==> src/rtl/diff_integrator.sv <==
// -----------------------------------------------------------------------------
// diff_integrator
//   Integrate-and-dump averager for the signed difference samples produced by
//   an upstream subtractor. N = 2^LOG2_N valid samples are summed into a
//   full-width accumulator. The sum is arithmetically shifted down by LOG2_N
//   and saturated to OUT_W bits. The result is then offered on a
//   valid/ready output register.
//
//   Optional feature macro: DIFF_INTEGRATOR_ROUND_EN
//     defined   -> round half up (adds 2^(LOG2_N-1) before the shift)
//     undefined -> floor (plain arithmetic shift)
//
// Ports
//   M100CLK      in   1      single clock, rising edge
//   reset        in   1      asynchronous active-low reset
//   enable       in   1      integration runs while high
//   in_valid     in   1      single-cycle strobe qualifying in_sum
//   in_sum       in   33     signed difference sample
//   clear_flags  in   1      clears sat_flag / overrun while high
//   out_ready    in   1      downstream accept
//   out_valid    out  1      out_data holds a result
//   out_data     out  OUT_W  signed saturated window average
//   sat_flag     out  1      sticky: a result was clamped
//   overrun      out  1      sticky: a result was dropped (output still full)
// -----------------------------------------------------------------------------
module diff_integrator #(
    parameter int LOG2_N = 4,
    parameter int OUT_W  = 16
) (
    input  logic                    M100CLK,
    input  logic                    reset,
    input  logic                    enable,
    input  logic                    in_valid,
    input  logic signed [32:0]      in_sum,
    input  logic                    clear_flags,
    input  logic                    out_ready,
    output logic                    out_valid,
    output logic signed [OUT_W-1:0] out_data,
    output logic                    sat_flag,
    output logic                    overrun
);

    // Accumulator is wide enough that N full-scale samples never wrap.
    localparam int AW = 33 + LOG2_N;

    localparam logic [LOG2_N-1:0] CNT_LAST = {LOG2_N{1'b1}};
    localparam logic [LOG2_N-1:0] CNT_ONE  = LOG2_N'(1'b1);

    // Rounding and saturation work one bit wider than the accumulator, so
    // the rounding constant can never overflow the sum.
    localparam logic signed [AW:0] ROUND_ADD = {{AW{1'b0}}, 1'b1} << (LOG2_N - 1);
    localparam logic signed [AW:0] SAT_MAX   = {{(AW-OUT_W+2){1'b0}}, {(OUT_W-1){1'b1}}};
    localparam logic signed [AW:0] SAT_MIN   = {{(AW-OUT_W+2){1'b1}}, {(OUT_W-1){1'b0}}};

    typedef enum logic [1:0] {
        ST_IDLE  = 2'd0,
        ST_ACCUM = 2'd1,
        ST_DUMP  = 2'd2
    } state_t;

    // Clamp to the OUT_W signed range. The MSB of the return value flags
    // that clamping happened.
    function automatic logic [OUT_W:0] sat_fn(input logic signed [AW:0] v);
        logic [OUT_W:0] res;
        if (v > SAT_MAX) begin
            res = {1'b1, SAT_MAX[OUT_W-1:0]};
        end else if (v < SAT_MIN) begin
            res = {1'b1, SAT_MIN[OUT_W-1:0]};
        end else begin
            res = {1'b0, v[OUT_W-1:0]};
        end
        return res;
    endfunction

    state_t                  r_state;
    state_t                  w_state_nxt;
    logic signed [AW-1:0]    r_acc;
    logic signed [AW-1:0]    w_acc_nxt;
    logic [LOG2_N-1:0]       r_count;
    logic [LOG2_N-1:0]       w_count_nxt;
    logic                    r_out_valid;
    logic signed [OUT_W-1:0] r_out_data;
    logic                    r_sat_flag;
    logic                    r_overrun;

    logic signed [AW-1:0]    w_sample;
    logic signed [AW:0]      w_rounded;
    logic signed [AW:0]      w_scaled;
    logic [OUT_W:0]          w_sat_res;
    logic                    w_dump;
    logic                    w_load;
    logic                    w_drop;

    assign w_sample = {{LOG2_N{in_sum[32]}}, in_sum};

    // Scale the completed window sum: optional rounding, floor shift, clamp.
    always_comb begin
`ifdef DIFF_INTEGRATOR_ROUND_EN
        w_rounded = {r_acc[AW-1], r_acc} + ROUND_ADD;
`else
        w_rounded = {r_acc[AW-1], r_acc};
`endif
        w_scaled  = w_rounded >>> LOG2_N;
        w_sat_res = sat_fn(w_scaled);
    end

    // The result is loaded only if the output slot is free or being
    // accepted on this edge. Otherwise it is dropped.
    always_comb begin
        w_dump = (r_state == ST_DUMP);
        w_load = w_dump && (!r_out_valid || out_ready);
        w_drop = w_dump && r_out_valid && !out_ready;
    end

    // Next-state and accumulator/counter update.
    always_comb begin
        w_state_nxt = r_state;
        w_acc_nxt   = r_acc;
        w_count_nxt = r_count;
        case (r_state)
            ST_IDLE: begin
                w_acc_nxt   = '0;
                w_count_nxt = '0;
                if (enable) begin
                    w_state_nxt = ST_ACCUM;
                end else begin
                    w_state_nxt = ST_IDLE;
                end
            end
            ST_ACCUM: begin
                if (!enable) begin
                    // Partial window is discarded.
                    w_state_nxt = ST_IDLE;
                    w_acc_nxt   = '0;
                    w_count_nxt = '0;
                end else if (in_valid) begin
                    w_acc_nxt   = r_acc + w_sample;
                    w_count_nxt = r_count + CNT_ONE;
                    if (r_count == CNT_LAST) begin
                        w_state_nxt = ST_DUMP;
                    end else begin
                        w_state_nxt = ST_ACCUM;
                    end
                end else begin
                    w_state_nxt = ST_ACCUM;
                end
            end
            ST_DUMP: begin
                w_acc_nxt   = '0;
                w_count_nxt = '0;
                if (enable) begin
                    w_state_nxt = ST_ACCUM;
                    // A sample arriving on the dump cycle opens the next window.
                    if (in_valid) begin
                        w_acc_nxt   = w_sample;
                        w_count_nxt = CNT_ONE;
                    end else begin
                        w_acc_nxt   = '0;
                        w_count_nxt = '0;
                    end
                end else begin
                    w_state_nxt = ST_IDLE;
                end
            end
            default: begin
                w_state_nxt = ST_IDLE;
                w_acc_nxt   = '0;
                w_count_nxt = '0;
            end
        endcase
    end

    // State, accumulator and counter registers.
    always_ff @(posedge M100CLK or negedge reset) begin
        if (!reset) begin
            r_state <= ST_IDLE;
            r_acc   <= '0;
            r_count <= '0;
        end else begin
            r_state <= w_state_nxt;
            r_acc   <= w_acc_nxt;
            r_count <= w_count_nxt;
        end
    end

    // Output register with valid/ready handshake.
    always_ff @(posedge M100CLK or negedge reset) begin
        if (!reset) begin
            r_out_valid <= 1'b0;
            r_out_data  <= '0;
        end else if (w_load) begin
            r_out_valid <= 1'b1;
            r_out_data  <= w_sat_res[OUT_W-1:0];
        end else if (r_out_valid && out_ready) begin
            r_out_valid <= 1'b0;
        end else begin
            r_out_valid <= r_out_valid;
        end
    end

    // Sticky flags. A set on the same edge as clear_flags takes priority.
    always_ff @(posedge M100CLK or negedge reset) begin
        if (!reset) begin
            r_sat_flag <= 1'b0;
            r_overrun  <= 1'b0;
        end else begin
            if (w_dump && w_sat_res[OUT_W]) begin
                r_sat_flag <= 1'b1;
            end else if (clear_flags) begin
                r_sat_flag <= 1'b0;
            end else begin
                r_sat_flag <= r_sat_flag;
            end
            if (w_drop) begin
                r_overrun <= 1'b1;
            end else if (clear_flags) begin
                r_overrun <= 1'b0;
            end else begin
                r_overrun <= r_overrun;
            end
        end
    end

    assign out_valid = r_out_valid;
    assign out_data  = r_out_data;
    assign sat_flag  = r_sat_flag;
    assign overrun   = r_overrun;

endmodule
==> config.mk <==
export PLATFORM = sky130hd
export DESIGN_NAME = diff_integrator
export DESIGN_NICKNAME = d
export VERILOG_FILES = /design/src/rtl/diff_integrator.sv
export SDC_FILE = /design/constraint.sdc
export NUM_CORES = 1
export LEC_CHECK = 0
export BUFFER_PORTS_ARGS = -buffer_cell sky130_fd_sc_hd__buf_4
export CORE_ASPECT_RATIO = 0.5
export CORE_MARGIN = 8
export CORE_UTILIZATION = 61
export CTS_BUF_LIST = sky130_fd_sc_hd__clkbuf_4 sky130_fd_sc_hd__clkbuf_8
export CTS_CLUSTER_SIZE = 12
export DETAILED_ROUTE_END_ITERATION = 8
export GPL_TIMING_DRIVEN = 0
export PLACE_DENSITY = 0.84
export SETUP_SLACK_MARGIN = 0.1
export SYNTH_ARGS = -nofsm -noshare
export SYNTH_HDL_FRONTEND = slang
export SYNTH_SLANG_ARGS = --single-unit
==> constraint.sdc <==
create_clock -name M100CLK -period 3.65 [get_ports M100CLK]
set_clock_uncertainty 0.05 [all_clocks]
set_input_delay 0.365 -clock M100CLK [delete_from_list [all_inputs] [get_ports M100CLK]]
set_output_delay 0.365 -clock M100CLK [all_outputs]
set_load 0.05 [all_outputs]
# Word level (Yosys, flattened, before mapping)
# Index checks and enable logic that the tools add are counted.
dict set report totals {
  wordCells 50
  ff_bits 62
}
dict set report op_classes {
  n_eq_ne 4
  order_cmp 2
  addsub 2
  muxes 22
  n_reduce_logical 13
}
# op count
set op_table {}
lappend op_table {{$mux 37} 4}
lappend op_table {{$pmux 37 s2} 1}
lappend op_table {{$add 37x33->37} 1}
lappend op_table {{$mux 17} 2}
lappend op_table {{$gt 33x16->1 const B} 1}
lappend op_table {{$lt 33x16->1 const B} 1}
lappend op_table {{$mux 1} 8}
lappend op_table {{$mux 4} 2}
lappend op_table {{$pmux 4 s2} 1}
lappend op_table {{$mux 2} 3}
lappend op_table {{$reduce_bool 2->1} 3}
lappend op_table {{$logic_and 1x1->1} 5}
lappend op_table {{$add 4x1->4 const B} 1}
lappend op_table {{$eq 4x4->1 const B} 1}
lappend op_table {{$pmux 2 s2} 1}
lappend op_table {{$ne 3x3->1 const B} 1}
lappend op_table {{$eq 2x1->1 const B} 1}
lappend op_table {{$eq 2x2->1 const B} 1}
lappend op_table {{$logic_not 1->1} 2}
lappend op_table {{$logic_not 2->1} 1}
lappend op_table {{$reduce_or 2->1} 1}
lappend op_table {{$logic_or 1x1->1} 1}

# Longest topological paths before layout
dict set report depth {
  ltp_word 5
  depth_mapped 11
  mapped_depth_nobuf 11
}

# Least setup slack after synthesis
# Ideal clock, no wire load.
dict set report synth_path {
  path_kind {input to register}
  start {in in_sum[0]}
  end {reg r_acc[34]}
  required_ps 3473
  cell_stages 11
  setup_ps 127
  arrival_ps 2684
  path_slack_ps 789
  cell_sequence {ha_1 > fa_1 > a21oi_1 > o2bb2ai_2 > o41ai_4 > o31ai_4 > a21oi_1 > o31ai_1 > a2111oi_2 > mux2i_1 > nand3_1}
}
dict set report synth_between {
  elab_chain_len 4
}
# item line_no
set synth_rtl {}
lappend synth_rtl {{start: declaration} 34} ;# input logic signed [32:0] in_sum,
lappend synth_rtl {{$add 37x33->37} 137} ;# w_acc_nxt = r_acc + w_sample;
lappend synth_rtl {{$mux 37} 136} ;# end else if (in_valid) begin
lappend synth_rtl {{$mux 37} 131} ;# if (!enable) begin
lappend synth_rtl {{$pmux 37 s2} 120} ;# case (r_state)
lappend synth_rtl {{end signal: assignment} 181} ;# r_acc <= w_acc_nxt;
lappend synth_rtl {{end: declaration} 77} ;# logic signed [AW-1:0] r_acc;
# No other way between the ends. The select of a mux whose other input is x is not followed.
# A chain may end at the register's enable or synchronous reset.

# Worst setup path after layout
dict set report layout_path {
  start {reg r_acc[0]}
  end {reg r_acc[34]}
}
dict set report layout_between {
  elab_chain_len 4
}
# item line_no
set layout_rtl {}
lappend layout_rtl {{$add 37x33->37} 137}
lappend layout_rtl {{$mux 37} 136}
lappend layout_rtl {{$mux 37} 131}
lappend layout_rtl {{$pmux 37 s2} 120}
# No other way between the ends. The select of a mux whose other input is x is not followed.

==> impl_metrics.ini <==
[sta]
timing.final.crit_share_pct = 88.8
fin_setup_tns_ps = 0
slew_violations = 0
worstMarginPinSlew_ps = 1150
hold_viol_final = 0
max_freq_mhz = 308
rsz0062_at_grt = false
setup_viol = 0
maxSlewHeadroom_pct = 22.9
min_period_ps = 3240

[run]
maxCapViolCount = 0

[yosys]
synth-async-reset-ratio_pct = 100
ys_warn_count = 0
synth_seq_area_share_pct = 33.7
yosys_most_used_dff = dfrtp_1
synthCells = 534
synthesis.area_mm2 = 0.00461
syn-num-nets = 614
synth_cell_type_count = 53
ys_seq_elements = 62
synth-edff-count = 0
syn_area_per_cell_um2 = 8.62

[grt]
antenna_found_initial = 0
grt_usage_pct = 22.6
overflow = 0
grt_max_degree = 63
grt_pass1_wl_um = 20200
grt_pass1_vias = 4255

[layout]
final_layout_size_suffix_gt1_share_pct = 14.0
diodes = 0
nets = 682
fillerInstances = 574
syn_to_final_growth_pct = 16.6
design_area_mm2 = 0.00537

[clock_network]
clock_latency_ps = 360
cts_tree = built
cts_sinks = 62
cts_hold_buffers = 0
cts_buffer_depth = 2
htreeDepth = 3
clockRootBuffer = clkbuf_8
postCtsSetupBuffers = 0
clk_pin_slew_ps = 80
cts_buffers = 9
cts_resized = 0

[power]
switchingPower_uw = 460
pwr-share-comb_pct = 15.4
sw_frac_of_total_pct = 27.9
peakVddDrop_uv = 177
power_leakage_uw = 0.00258
pwr-share-clk_pct = 41.8
p_int_uw = 1190
power_frac_seq_pct = 42.8
p_per_area_mw_per_mm2 = 306

[setup_path]
r2r-end = r_acc[34]$_DFFE_PN0P_
cp-end-kind = flop
worstPathMaxFanout = 4
r2r-start = r_acc[0]$_DFFE_PN0P_
r2r_setup_slack_ps = 410
start_kind = flop
critPathKind = reg -> reg
arrival_ps = 3430
r2r_cells = 11
crit_required_ps = 3840

[floorplan]
io_pins = 58
rows = 22
die_area_mm2 = 0.0108
die_h_um = 77.4
initial_core_util_pct = 62.9
coreArea_mm2 = 0.00732
die_width_um = 139

[route]
dr.pass1.iters = 5
route.detailed.drc = 0
drt-initial-drc-count = 353
detail_route.vias_per_cell = 6.20
routed_wl_um = 11900
detail-route-antenna-nets = 0
routedWlPerCell_um = 16.9
vias = 4362

[placed_design]
gp_congestion = 0.929
portBuffers = 57
post_dp_cell_area_mm2 = 0.00515
hpwl_um = 8890

[status]
status = complete, no violations

[hold_path]
hold_class = in -> async
[critical path, stage by stage, from the launching register on]
cell,delay (ps)
dfrtp_1,390
ha_1,210
fa_1,410
a21oi_1,230
o2bb2ai_2,110
o41ai_4,380
o31ai_4,180
a21oi_1,280
o31ai_1,180
a2111oi_2,370
mux2i_1,220
nand3_1,90
[layer usage]
metal  routed length (um)  track usage [%]
met1                 5540             29.0
met2                 5370             37.0
met3                  725             4.95
met4                  215             8.58
met5                    0                0
[worst max-delay path by stage]
stage	slack [ps]	to	startpoint
3_5_place_dp	330	r_acc[34]$_DFFE_PN0P_	in_sum[0]
3_3_place_gp	330	r_acc[34]$_DFFE_PN0P_	in_sum[0]
6_report	410	r_acc[34]$_DFFE_PN0P_	r_acc[0]$_DFFE_PN0P_
4_1_cts	420	r_acc[34]$_DFFE_PN0P_	r_acc[0]$_DFFE_PN0P_
5_1_grt	220	r_acc[34]$_DFFE_PN0P_	r_acc[0]$_DFFE_PN0P_
2_1_floorplan	790	r_acc[34]$_DFFE_PN0P_	in_sum[0]
[cell usage after synthesis (6+ instances only)]
cell	instances	area share [%]
xnor2_1	19	3.6
and3_1	7	0.95
o21ai_0	77	8.4
a21o_1	20	3.3
ha_1	40	11
nand4_1	14	1.9
nor2_1	30	2.4
a21oi_1	41	4.5
inv_1	18	1.5
dfrtp_1	62	34
nand2_1	50	4.1
nor4_1	6	0.82
xor2_1	13	2.5
nand3_1	11	1.2
nor3_1	10	1.1
a22oi_1	28	4.6
clkbuf_1	23	1.9
[layout make-up]
class	instances	area, um2	area share [%]
buffer	23	86.3	1.61
clock buffer	10	131	2.45
clock inverter	6	86.3	1.61
inverter	18	67.6	1.26
multi-input combinational	431	2900	54.0
sequential	62	1550	28.9
tap	96	120	2.24
timing repair buffer	57	428	7.97
[sequential cells by signal, indices dropped and copies added (netlist names)]
name       cells
overrun        1
r_state        2
sat_flag       1
r_acc         37
out_data      16
out_valid      1
r_count        4
[power groups by stage]
| stage | registers [uW] | logic, uW | clock network, uW |
|---|---|---|---|
| final | 704 | 254 | 687 |
| after global routing | 705 | 283 | 722 |
| after CTS | 703 | 252 | 690 |
| after detailed placement | 717 | 250 | 0 |
| after global placement | 716 | 244 | 0 |
| after floorplan | 714 | 156 | 0 |
[metrics by stage]
step                      util [%]  cells  hold WS [ps]  total power (uW)  setup WS (ps)
final                         73.4    703          44.2              1650            407
after global routing          73.4    703           113              1710            223
after floorplan                  -    534          19.4               870            789
after detailed placement      70.4    687           425               966            331
after CTS                     73.4    703          71.3              1640            423
after global placement        70.4    687           415               960            330
[kinds of logic after synthesis]
logic type               synth area share, %
AND/OR/NAND/NOR                         15.5
flip-flops                              33.7
adder cells (fa/ha/maj)                 11.3
buffers and inverters                   3.34
multiplexers                            1.36
AO/OA/AOI/OAI                           28.7
XOR/XNOR                                6.09
[layout by cell type (no fill, tap or decap), types with 4 or more instances in the layout]
cell	count
a22oi_1	28
nand2_1	50
ha_1	40
nor2b_1	4
xor2_1	13
o21ai_0	77
xnor2_1	19
dfrtp_1	62
inv_1	18
a21o_1	20
nor4_1	6
a211oi_1	4
clkbuf_8	9
a21oi_1	41
nor2_1	30
nand4_1	14
clkbuf_1	23
buf_4	57
nor3_1	10
and3_1	7
mux2i_1	4
nand3_1	11
nand2b_1	4
Note: power is estimated with default switching activity, not from simulation.
